<file path="src/rtl/mem_arbiter_if.sv">
// Signal bundle between the arbiter, the core's two access ports and the memory.
// The slave view belongs to the arbiter; the master view is the surrounding
// core plus memory that drive requests and completions.
interface mem_arbiter_if;
  // instruction-fetch port
  logic        i_request;
  logic        i_we_re;
  logic [3:0]  i_mask;
  logic [31:0] i_address;
  logic [31:0] i_wdata;
  logic        i_valid;
  logic        i_error;
  logic [31:0] i_rdata;

  // load/store port
  logic        d_request;
  logic        d_we_re;
  logic [3:0]  d_mask;
  logic [31:0] d_address;
  logic [31:0] d_wdata;
  logic        d_valid;
  logic        d_error;
  logic [31:0] d_rdata;

  // shared memory bus
  logic        mem_request;
  logic        mem_we_re;
  logic [3:0]  mem_mask;
  logic [31:0] mem_address;
  logic [31:0] mem_wdata;
  logic        mem_valid;
  logic [31:0] mem_rdata;

  modport slave (
    input  i_request, i_we_re, i_mask, i_address, i_wdata,
    input  d_request, d_we_re, d_mask, d_address, d_wdata,
    input  mem_valid, mem_rdata,
    output i_valid, i_error, i_rdata,
    output d_valid, d_error, d_rdata,
    output mem_request, mem_we_re, mem_mask, mem_address, mem_wdata
  );

  modport master (
    output i_request, i_we_re, i_mask, i_address, i_wdata,
    output d_request, d_we_re, d_mask, d_address, d_wdata,
    output mem_valid, mem_rdata,
    input  i_valid, i_error, i_rdata,
    input  d_valid, d_error, d_rdata,
    input  mem_request, mem_we_re, mem_mask, mem_address, mem_wdata
  );
endinterface

</file>
<file path="src/rtl/mem_arbiter.sv">
// Round-robin arbiter sharing one memory bus between the instruction and data
// ports. The winner's request is latched onto the bus, held until the memory
// completes or the timeout expires, and answered with a one-cycle valid pulse.
// Every output is a register; the next-state logic computes the next value of
// each output so nothing passes combinationally from an input to an output.
module mem_arbiter #(
  parameter int TIMEOUT = 255
) (
  input  logic          clk,
  input  logic          rst,
  mem_arbiter_if.slave  bus,
  output logic          busy
);

  // a zero TIMEOUT disables the counter compare but still needs a 1-bit counter
  localparam int CW = (TIMEOUT > 0) ? $clog2(TIMEOUT + 1) : 1;

  typedef enum logic [1:0] {IDLE, BUSY, RESP} state_t;
  typedef enum logic {PORT_I, PORT_D} port_t;

  state_t      state, state_n;
  port_t       owner, owner_n;
  port_t       last_grant, last_grant_n;
  logic [CW-1:0] cnt, cnt_n;

  logic        mem_request_n, mem_we_re_n;
  logic [3:0]  mem_mask_n;
  logic [31:0] mem_address_n, mem_wdata_n;
  logic        i_valid_n, d_valid_n, i_error_n, d_error_n;
  logic [31:0] i_rdata_n, d_rdata_n;
  logic        busy_n;

  logic        grant_d;
  logic        done;
  logic        done_error;
  logic [31:0] done_rdata;

  // Next-state and next-output logic: arbitration in IDLE, completion or
  // timeout detection in BUSY, and the single response cycle in RESP.
  always_comb begin
    state_n       = state;
    owner_n       = owner;
    last_grant_n  = last_grant;
    cnt_n         = cnt;
    mem_request_n = bus.mem_request;
    mem_we_re_n   = bus.mem_we_re;
    mem_mask_n    = bus.mem_mask;
    mem_address_n = bus.mem_address;
    mem_wdata_n   = bus.mem_wdata;
    i_valid_n     = 1'b0;
    d_valid_n     = 1'b0;
    i_error_n     = 1'b0;
    d_error_n     = 1'b0;
    i_rdata_n     = bus.i_rdata;
    d_rdata_n     = bus.d_rdata;
    busy_n        = busy;
    grant_d       = 1'b0;
    done          = 1'b0;
    done_error    = 1'b0;
    done_rdata    = 32'd0;

    case (state)
      IDLE: begin
        if (bus.i_request || bus.d_request) begin
          // on a conflict the port that did not win last time goes first
          grant_d       = bus.d_request && (!bus.i_request || last_grant == PORT_I);
          owner_n       = grant_d ? PORT_D : PORT_I;
          last_grant_n  = grant_d ? PORT_D : PORT_I;
          cnt_n         = '0;
          mem_we_re_n   = grant_d ? bus.d_we_re    : bus.i_we_re;
          mem_mask_n    = grant_d ? bus.d_mask     : bus.i_mask;
          mem_address_n = grant_d ? bus.d_address  : bus.i_address;
          mem_wdata_n   = grant_d ? bus.d_wdata    : bus.i_wdata;
          mem_request_n = 1'b1;
          busy_n        = 1'b1;
          state_n       = BUSY;
        end
      end
      BUSY: begin
        if (bus.mem_valid) begin
          done       = 1'b1;
          done_rdata = bus.mem_rdata;
        end else if (TIMEOUT != 0 && cnt == CW'(TIMEOUT)) begin
          done       = 1'b1;
          done_error = 1'b1;
        end else begin
          cnt_n = cnt + 1'b1;
        end
      end
      RESP: begin
        busy_n  = 1'b0;
        state_n = IDLE;
      end
      default: begin
        busy_n        = 1'b0;
        mem_request_n = 1'b0;
        state_n       = IDLE;
      end
    endcase

    if (done) begin
      mem_request_n = 1'b0;
      state_n       = RESP;
      if (owner == PORT_D) begin
        d_valid_n = 1'b1;
        d_error_n = done_error;
        d_rdata_n = done_rdata;
      end else begin
        i_valid_n = 1'b1;
        i_error_n = done_error;
        i_rdata_n = done_rdata;
      end
    end
  end

  // State and output registers; reset leaves the data port favoured for the
  // first conflict by recording the instruction port as the last grant.
  always_ff @(posedge clk) begin
    if (rst) begin
      state           <= IDLE;
      owner           <= PORT_I;
      last_grant      <= PORT_I;
      cnt             <= '0;
      bus.mem_request <= 1'b0;
      bus.mem_we_re   <= 1'b0;
      bus.mem_mask    <= 4'd0;
      bus.mem_address <= 32'd0;
      bus.mem_wdata   <= 32'd0;
      bus.i_valid     <= 1'b0;
      bus.d_valid     <= 1'b0;
      bus.i_error     <= 1'b0;
      bus.d_error     <= 1'b0;
      bus.i_rdata     <= 32'd0;
      bus.d_rdata     <= 32'd0;
      busy            <= 1'b0;
    end else begin
      state           <= state_n;
      owner           <= owner_n;
      last_grant      <= last_grant_n;
      cnt             <= cnt_n;
      bus.mem_request <= mem_request_n;
      bus.mem_we_re   <= mem_we_re_n;
      bus.mem_mask    <= mem_mask_n;
      bus.mem_address <= mem_address_n;
      bus.mem_wdata   <= mem_wdata_n;
      bus.i_valid     <= i_valid_n;
      bus.d_valid     <= d_valid_n;
      bus.i_error     <= i_error_n;
      bus.d_error     <= d_error_n;
      bus.i_rdata     <= i_rdata_n;
      bus.d_rdata     <= d_rdata_n;
      busy            <= busy_n;
    end
  end

endmodule

</file>
<file path="src/flat_wrapper.sv">
// flat-port wrapper written by rule: the top's interface ports become plain ports
module mem_arbiter_flat 
#(
  parameter int TIMEOUT = 255
)
  (clk, rst, busy, bus_i_request, bus_i_we_re, bus_i_mask, bus_i_address, bus_i_wdata, bus_d_request, bus_d_we_re, bus_d_mask, bus_d_address, bus_d_wdata, bus_mem_valid, bus_mem_rdata, bus_i_valid, bus_i_error, bus_i_rdata, bus_d_valid, bus_d_error, bus_d_rdata, bus_mem_request, bus_mem_we_re, bus_mem_mask, bus_mem_address, bus_mem_wdata);
  mem_arbiter_if bus_i ();
  input  logic clk;
  input  logic rst;
  output logic busy;
  input wire logic [$bits(bus_i.i_request)-1:0] bus_i_request;
  input wire logic [$bits(bus_i.i_we_re)-1:0] bus_i_we_re;
  input wire logic [$bits(bus_i.i_mask)-1:0] bus_i_mask;
  input wire logic [$bits(bus_i.i_address)-1:0] bus_i_address;
  input wire logic [$bits(bus_i.i_wdata)-1:0] bus_i_wdata;
  input wire logic [$bits(bus_i.d_request)-1:0] bus_d_request;
  input wire logic [$bits(bus_i.d_we_re)-1:0] bus_d_we_re;
  input wire logic [$bits(bus_i.d_mask)-1:0] bus_d_mask;
  input wire logic [$bits(bus_i.d_address)-1:0] bus_d_address;
  input wire logic [$bits(bus_i.d_wdata)-1:0] bus_d_wdata;
  input wire logic [$bits(bus_i.mem_valid)-1:0] bus_mem_valid;
  input wire logic [$bits(bus_i.mem_rdata)-1:0] bus_mem_rdata;
  output wire logic [$bits(bus_i.i_valid)-1:0] bus_i_valid;
  output wire logic [$bits(bus_i.i_error)-1:0] bus_i_error;
  output wire logic [$bits(bus_i.i_rdata)-1:0] bus_i_rdata;
  output wire logic [$bits(bus_i.d_valid)-1:0] bus_d_valid;
  output wire logic [$bits(bus_i.d_error)-1:0] bus_d_error;
  output wire logic [$bits(bus_i.d_rdata)-1:0] bus_d_rdata;
  output wire logic [$bits(bus_i.mem_request)-1:0] bus_mem_request;
  output wire logic [$bits(bus_i.mem_we_re)-1:0] bus_mem_we_re;
  output wire logic [$bits(bus_i.mem_mask)-1:0] bus_mem_mask;
  output wire logic [$bits(bus_i.mem_address)-1:0] bus_mem_address;
  output wire logic [$bits(bus_i.mem_wdata)-1:0] bus_mem_wdata;
  assign bus_i.i_request = bus_i_request;
  assign bus_i.i_we_re = bus_i_we_re;
  assign bus_i.i_mask = bus_i_mask;
  assign bus_i.i_address = bus_i_address;
  assign bus_i.i_wdata = bus_i_wdata;
  assign bus_i.d_request = bus_d_request;
  assign bus_i.d_we_re = bus_d_we_re;
  assign bus_i.d_mask = bus_d_mask;
  assign bus_i.d_address = bus_d_address;
  assign bus_i.d_wdata = bus_d_wdata;
  assign bus_i.mem_valid = bus_mem_valid;
  assign bus_i.mem_rdata = bus_mem_rdata;
  assign bus_i_valid = bus_i.i_valid;
  assign bus_i_error = bus_i.i_error;
  assign bus_i_rdata = bus_i.i_rdata;
  assign bus_d_valid = bus_i.d_valid;
  assign bus_d_error = bus_i.d_error;
  assign bus_d_rdata = bus_i.d_rdata;
  assign bus_mem_request = bus_i.mem_request;
  assign bus_mem_we_re = bus_i.mem_we_re;
  assign bus_mem_mask = bus_i.mem_mask;
  assign bus_mem_address = bus_i.mem_address;
  assign bus_mem_wdata = bus_i.mem_wdata;
  mem_arbiter #(.TIMEOUT(TIMEOUT)) u_core (.clk(clk), .rst(rst), .bus(bus_i), .busy(busy));
endmodule
</file>
<file path="config.mk">
export PLATFORM = sky130hd
export DESIGN_NAME = mem_arbiter_flat
export DESIGN_NICKNAME = d
export VERILOG_FILES = /design/src/rtl/mem_arbiter_if.sv /design/src/rtl/mem_arbiter.sv /design/src/flat_wrapper.sv
export SDC_FILE = /design/constraint.sdc
export NUM_CORES = 1
export LEC_CHECK = 0
export CAP_MARGIN = 20
export CORE_UTILIZATION = 39
export CTS_CLUSTER_SIZE = 24
export DETAILED_ROUTE_END_ITERATION = 10
export PLACE_DENSITY = 0.83
export SYNTH_ARGS = -nofsm -noshare
export SYNTH_HDL_FRONTEND = slang
export SYNTH_SLANG_ARGS = --single-unit
</file>
<file path="constraint.sdc">
create_clock -name clk -period 2.7 [get_ports clk]
set_clock_uncertainty 0.2 [all_clocks]
set_input_delay 0.54 -clock clk [delete_from_list [all_inputs] [get_ports clk]]
set_output_delay 0.54 -clock clk [all_outputs]
set_load 0.005 [all_outputs]
</file>
; Yosys cells after proc, flatten, opt, wreduce, memory -nomap -nowiden
; Cells that the tools add are included.
[totals]
inputBits = 175
output_inout_bits = 139
register_bits = 150
ramBits = 0
romBits = 0
memories = 0
latch_bits = 0
word_cells = 71
[op_classes]
add_sub_neg = 1
shifts = 0
n_eq_ne = 8
order_cmp = 0
n_reduce_logical = 18
mux = 24
bitwise_logic = 4
multipliers = 0
div_mod_pow = 0
[ops]
columns = cell, n
row1 = two-way mux 32 bit, 4
row2 = two-way mux 8 bit, 3
row3 = case mux 8 bit (2 select lines), 1
row4 = AND reduction 2 bit, 6
row5 = two-way mux 1 bit, 10
row6 = "adder 8 x 1 -> 8 bit, second input constant", 1
row7 = "equality test 8 bit, second input constant", 1
row8 = OR reduction 2 bit, 3
row9 = OR reduction 3 bit, 2
row10 = two-way mux 2 bit, 2
row11 = two-way mux 4 bit, 1
row12 = "!= test 2 x 1 -> 1 bit, second input constant", 2
row13 = "!= test 2 bit, second input constant", 2
row14 = NOT 1 bit, 4
row15 = case mux 1 bit (2 select lines), 2
row16 = case mux 2 bit (2 select lines), 1
row17 = AND reduction 4 bit, 1
row18 = "!= test 3 x 1 -> 1 bit, second input constant", 1
row19 = "equality test 2 x 1 -> 1 bit, second input constant", 1
row20 = "equality test 2 bit, second input constant", 1
row21 = zero test 2 bit, 1
row22 = logical OR 1 bit, 2
row23 = nonzero test 2 bit, 1
row24 = logical AND 1 bit, 1
row25 = zero test 1 bit, 1

; Depth between registers and ports, before layout
[logic_depth]
word_depth = 6
depth_mapped = 8

; Least setup slack after synthesis
; No wires, ideal clock.
[synth_timing]
path_type = reg2reg
from = register u_core.state[0]
to = register u_core.cnt[3]
required_ns = 2.430
t_arrival_ns = 1.730
path_buffers = 1
stages_incl_launch_ff = 8
synth_period_minus_slack_ns = 2.001
setup_slack_ns = 0.699
cell_sequence = dfxtp_1 -> inv_1 -> ha_1 -> nor3b_1 -> or2_1 -> clkbuf_2 -> or4_1 -> a21oi_1
[synth_via]
elab_chain_len = 3
elab_cells_between_ends = 8
cone_classes = eq/ne (4) / mux (1) / reduce/logical (3)
[synth_lines]
columns = element, line_no
row1 = from (decl), mem_arbiter.sv:21  ; state_t state, state_n;
row2 = from (signal assigned), mem_arbiter.sv:137  ; state <= state_n;
row3 = equality test 2 x 1 -> 1 bit / zero test 2 bit (equally long branches), mem_arbiter.sv:62  ; case (state)
row4 = != test 2 bit (no source line) (tied with other cells), -
row5 = AND reduction 4 bit (no source line), -
row6 = to (signal assigned), mem_arbiter.sv:140  ; cnt <= cnt_n;
row7 = to (decl), mem_arbiter.sv:24  ; logic [CW-1:0] cnt, cnt_n;
; Parallel ways exist; a longest one is shown, timed or not.
; A chain may end at the register's enable or synchronous reset.

; Final worst setup path
[layout_timing]
from = register u_core.state[1]
to = register u_core.bus.d_rdata[6]
[layout_via]
elab_chain_len = 3
elab_cells_between_ends = 4
cone_classes = eq/ne (1) / mux (2) / reduce/logical (1)
[layout_lines]
columns = element, line_no
row1 = equality test 2 x 1 -> 1 bit (*), mem_arbiter.sv:62
row2 = two-way mux 1 bit, mem_arbiter.sv:62
row3 = AND reduction 2 bit (no source line), -
row4 = to (signal assigned), mem_arbiter.sv:151  ; bus.d_rdata <= d_rdata_n;
row5 = to (decl), mem_arbiter_if.sv:39  ; output d_valid, d_error, d_rdata,
; Mark *: on every way between the ends. The rest lies on a longest branch, timed or not.

==> reports/qor.yml <==
p_leak_nw: 3.77
die_h_um: 123
clockBufferDepth: 2
synth_mux_area_frac: 0.121
path_class: "reg2reg"
startpoint: "u_core.state[1]$_SDFFE_PP0P_"
drc: 0
drv_slew: 0
path_clk_slew_ps: 60
synth_top_family_by_area: "compound AO/OA/AOI/OAI gates"
synth_adder_area_share: 0.00655
synth_cell_types: 36
final_cell_mix: "clkdlybuf4s50_1, dfxtp_1, nor2_1"
syn_area_per_cell_um2: 10.3
ant_nets: 0
dr.pass1.iters: 4
timing.final.crit_period_ps: 2280
final_common_cell: "clkdlybuf4s50_1"
r2r_slack_ps: 420
reg2reg_from: "u_core.state[1]$_SDFFE_PP0P_"
place_inst: 1018
cts_hold_buf: 0
vias: 5490
place_congestion: 0.846
ctsResizeCount: 0
die_x_um: 123
synth-seq-cells: 150
yosysSeqAreaShare: 0.524
max_cap_violations: 0
fmax_mhz: 439
post-cts-setup-buffers: 0
grt_pass1_vias: 5509
fp.coreArea_um2: 14100
vias_per_cell: 5.23
irDropWorstVdd_mv: 0.538
crit_family: "compound AO/OA/AOI/OAI gates"
initialDrtViolationCount: 141
slowest_delay_ps: 410
rsz0062_at_grt: "no"
die-area_um2: 15200
grt_usage: 0.234
antenna_found_initial: 0
worstPathBufferInverterCount: 2
finalNonFillerCells: 1050
start_util: 0.407
start_kind: "register"
synth_xor_area_frac: 0
diodes: 0
grt_first_pass_wirelength_um: 27100
r2r-end: "u_core.bus.d_rdata[6]$_SDFFE_PP0P_"
cts-buffers-inserted: 17
netlist.area_leader.share: 0.524
portBuffers: 313
endpoint: "u_core.bus.d_rdata[6]$_SDFFE_PP0P_"
tightest_slew_ps: 508
endpoint_kind: "register"
critPathRequiredTime_ps: 2800
reg2regPathDepth: 7
synth_area_leaders: "dfxtp_1, mux2i_1, a22o_1"
cp_cell_sequence: "inv_1 > ha_1 > nand4_1 > o21ai_1 > a21oi_2 > buf_4 > a22o_1"
hold_viol_final: 0
synth_area_leader_cell: "dfxtp_1"
period_share: 0.844
finalSetupViolCount: 0
synth_compound_area_frac: 0.216
tns_ps: 0
max_slew_margin: 0.657
ys.warnings.count: 0
dp_hpwl_um: 13600
areaGrowthSynthToFinish_pct: 69.0
detail_route.wl_per_cell_um: 17.1
synth_area_um2: 5730
row_count: 43
power_density_nw_per_um2: 695
overflow: 0
outcome: "complete, no violations"
synth_nets: 733
htreeDepth: 4
final_nets: 1035
cts_tree: "built"
insertion_delay_ps: 410
grt_max_degree: 107
hold_path.class: "in2reg"
drive_gt1_frac: 0.0690
yosys.area_share.simple: 0.0910
path_max_fanout: 32
cts_root_buffer: "clkbuf_16"
cp.arrival_ps: 2380
routed_wl_um: 18000
cp_slowest_cell: "ha_1"
ios: 314
synthCells: 555
clock-sinks: 150
crit_cells: 7
==> worst min path at each step <==
stage,from,end,slack (ps),depth (start not counted)
finish,rst,u_core.owner$_SDFFE_PP0P_,240,2
global route,rst,u_core.owner$_SDFFE_PP0P_,250,2
CTS,rst,u_core.owner$_SDFFE_PP0P_,220,2
detailed placement,u_core.bus.i_rdata[16]$_SDFFE_PP0P_,u_core.bus.i_rdata[16]$_SDFFE_PP0P_,260,1
global placement,u_core.bus.i_rdata[31]$_SDFFE_PP0P_,u_core.bus.i_rdata[31]$_SDFFE_PP0P_,260,1
floorplan,u_core.state[1]$_SDFFE_PP0P_,u_core.state[1]$_SDFFE_PP0P_,250,2
==> routing by layer <==
metal  part of all wire  up-vias  GRT usage
met5                  0        -          0
met4              0.028        0      0.111
met3              0.064       34     0.0696
met2               0.53      236      0.425
met1               0.38     2542      0.245
li1                   -     2678          -
==> worst register-to-register path: cells and delay by family (launching register included) <==
| kind | cells | cell delay [ps] |
|---|---|---|
| AOI/OAI and AO/OA | 3 | 720 |
| adders and majority gates | 1 | 410 |
| buffers and inverters | 2 | 330 |
| DFF | 1 | 310 |
| and+or+nand+nor | 1 | 190 |
==> synthesized netlist by cell type, drive strengths merged <==
| master | n |
|---|---|
| a211oi | 70 |
| a21boi | 1 |
| a21oi | 9 |
| a22o | 64 |
| a311oi | 2 |
| a31oi | 2 |
| a41oi | 1 |
| and2 | 3 |
| and3 | 1 |
| buf | 21 |
| clkbuf | 28 |
| dfxtp | 150 |
| ha | 3 |
| inv | 6 |
| mux2i | 69 |
| nand2 | 7 |
| nand2b | 3 |
| nand3 | 2 |
| nand3b | 1 |
| nand4 | 6 |
| nor2 | 83 |
| nor2b | 1 |
| nor3 | 5 |
| nor3b | 1 |
| nor4 | 2 |
| o21ai | 4 |
| o311ai | 1 |
| o31ai | 2 |
| o32ai | 2 |
| or2 | 3 |
| or4 | 2 |
==> per-stage QoR <==
stage | hold WS [ps] | utilization | worst slack [ps] | area (um2) | total power, mW
CTS | 220 | 0.687 | 464 | 9690 | 6.79
global route | 246 | 0.687 | 274 | 9690 | 7.05
global placement | 261 | 0.645 | 227 | 9090 | 4.39
detailed placement | 264 | 0.645 | 209 | 9090 | 4.45
finish | 238 | 0.687 | 421 | 9690 | 6.73
floorplan | 254 | - | 699 | 5730 | 3.43
==> report_power, final <==
group	switching, mW	leakage (nW)	internal (mW)	total, mW
clock network	0.952	0.279	1.38	2.33
registers	0.155	1.23	2.49	2.65
logic	0.756	2.26	0.996	1.75
total	1.86	3.77	4.87	6.73
==> cells by family after synthesis <==
| kind of cell | count (synthesis) |
|---|---|
| multiplexers | 69 |
| flip-flops | 150 |
| AO/OA/AOI/OAI | 158 |
| buffers and inverters | 55 |
| AND/OR/NAND/NOR | 120 |
| adder cells (fa/ha/maj) | 3 |
==> area by class of cell <==
class	count	area [um2]
flip-flops and latches	150	3000
clock buffers	21	480
repair buffers	332	3320
clock inverters	11	113
multi-input cells	350	2520
fillers	1019	4410
well taps	180	225
inverters	6	22.5
==> registers in the layout, summed over array words and instances (netlist names) <==
register                flops
u_core.bus.d_rdata         32
u_core.bus.i_rdata         32
u_core.bus.mem_address     32
u_core.bus.mem_wdata       32
u_core.cnt                  8
u_core.bus.mem_mask         4
u_core.state                2
u_core.bus.d_error          1
u_core.bus.d_valid          1
u_core.bus.i_error          1
u_core.bus.i_valid          1
u_core.bus.mem_request      1
u_core.bus.mem_we_re        1
u_core.busy                 1
u_core.owner                1
Note: power is estimated with default switching activity, not from simulation.
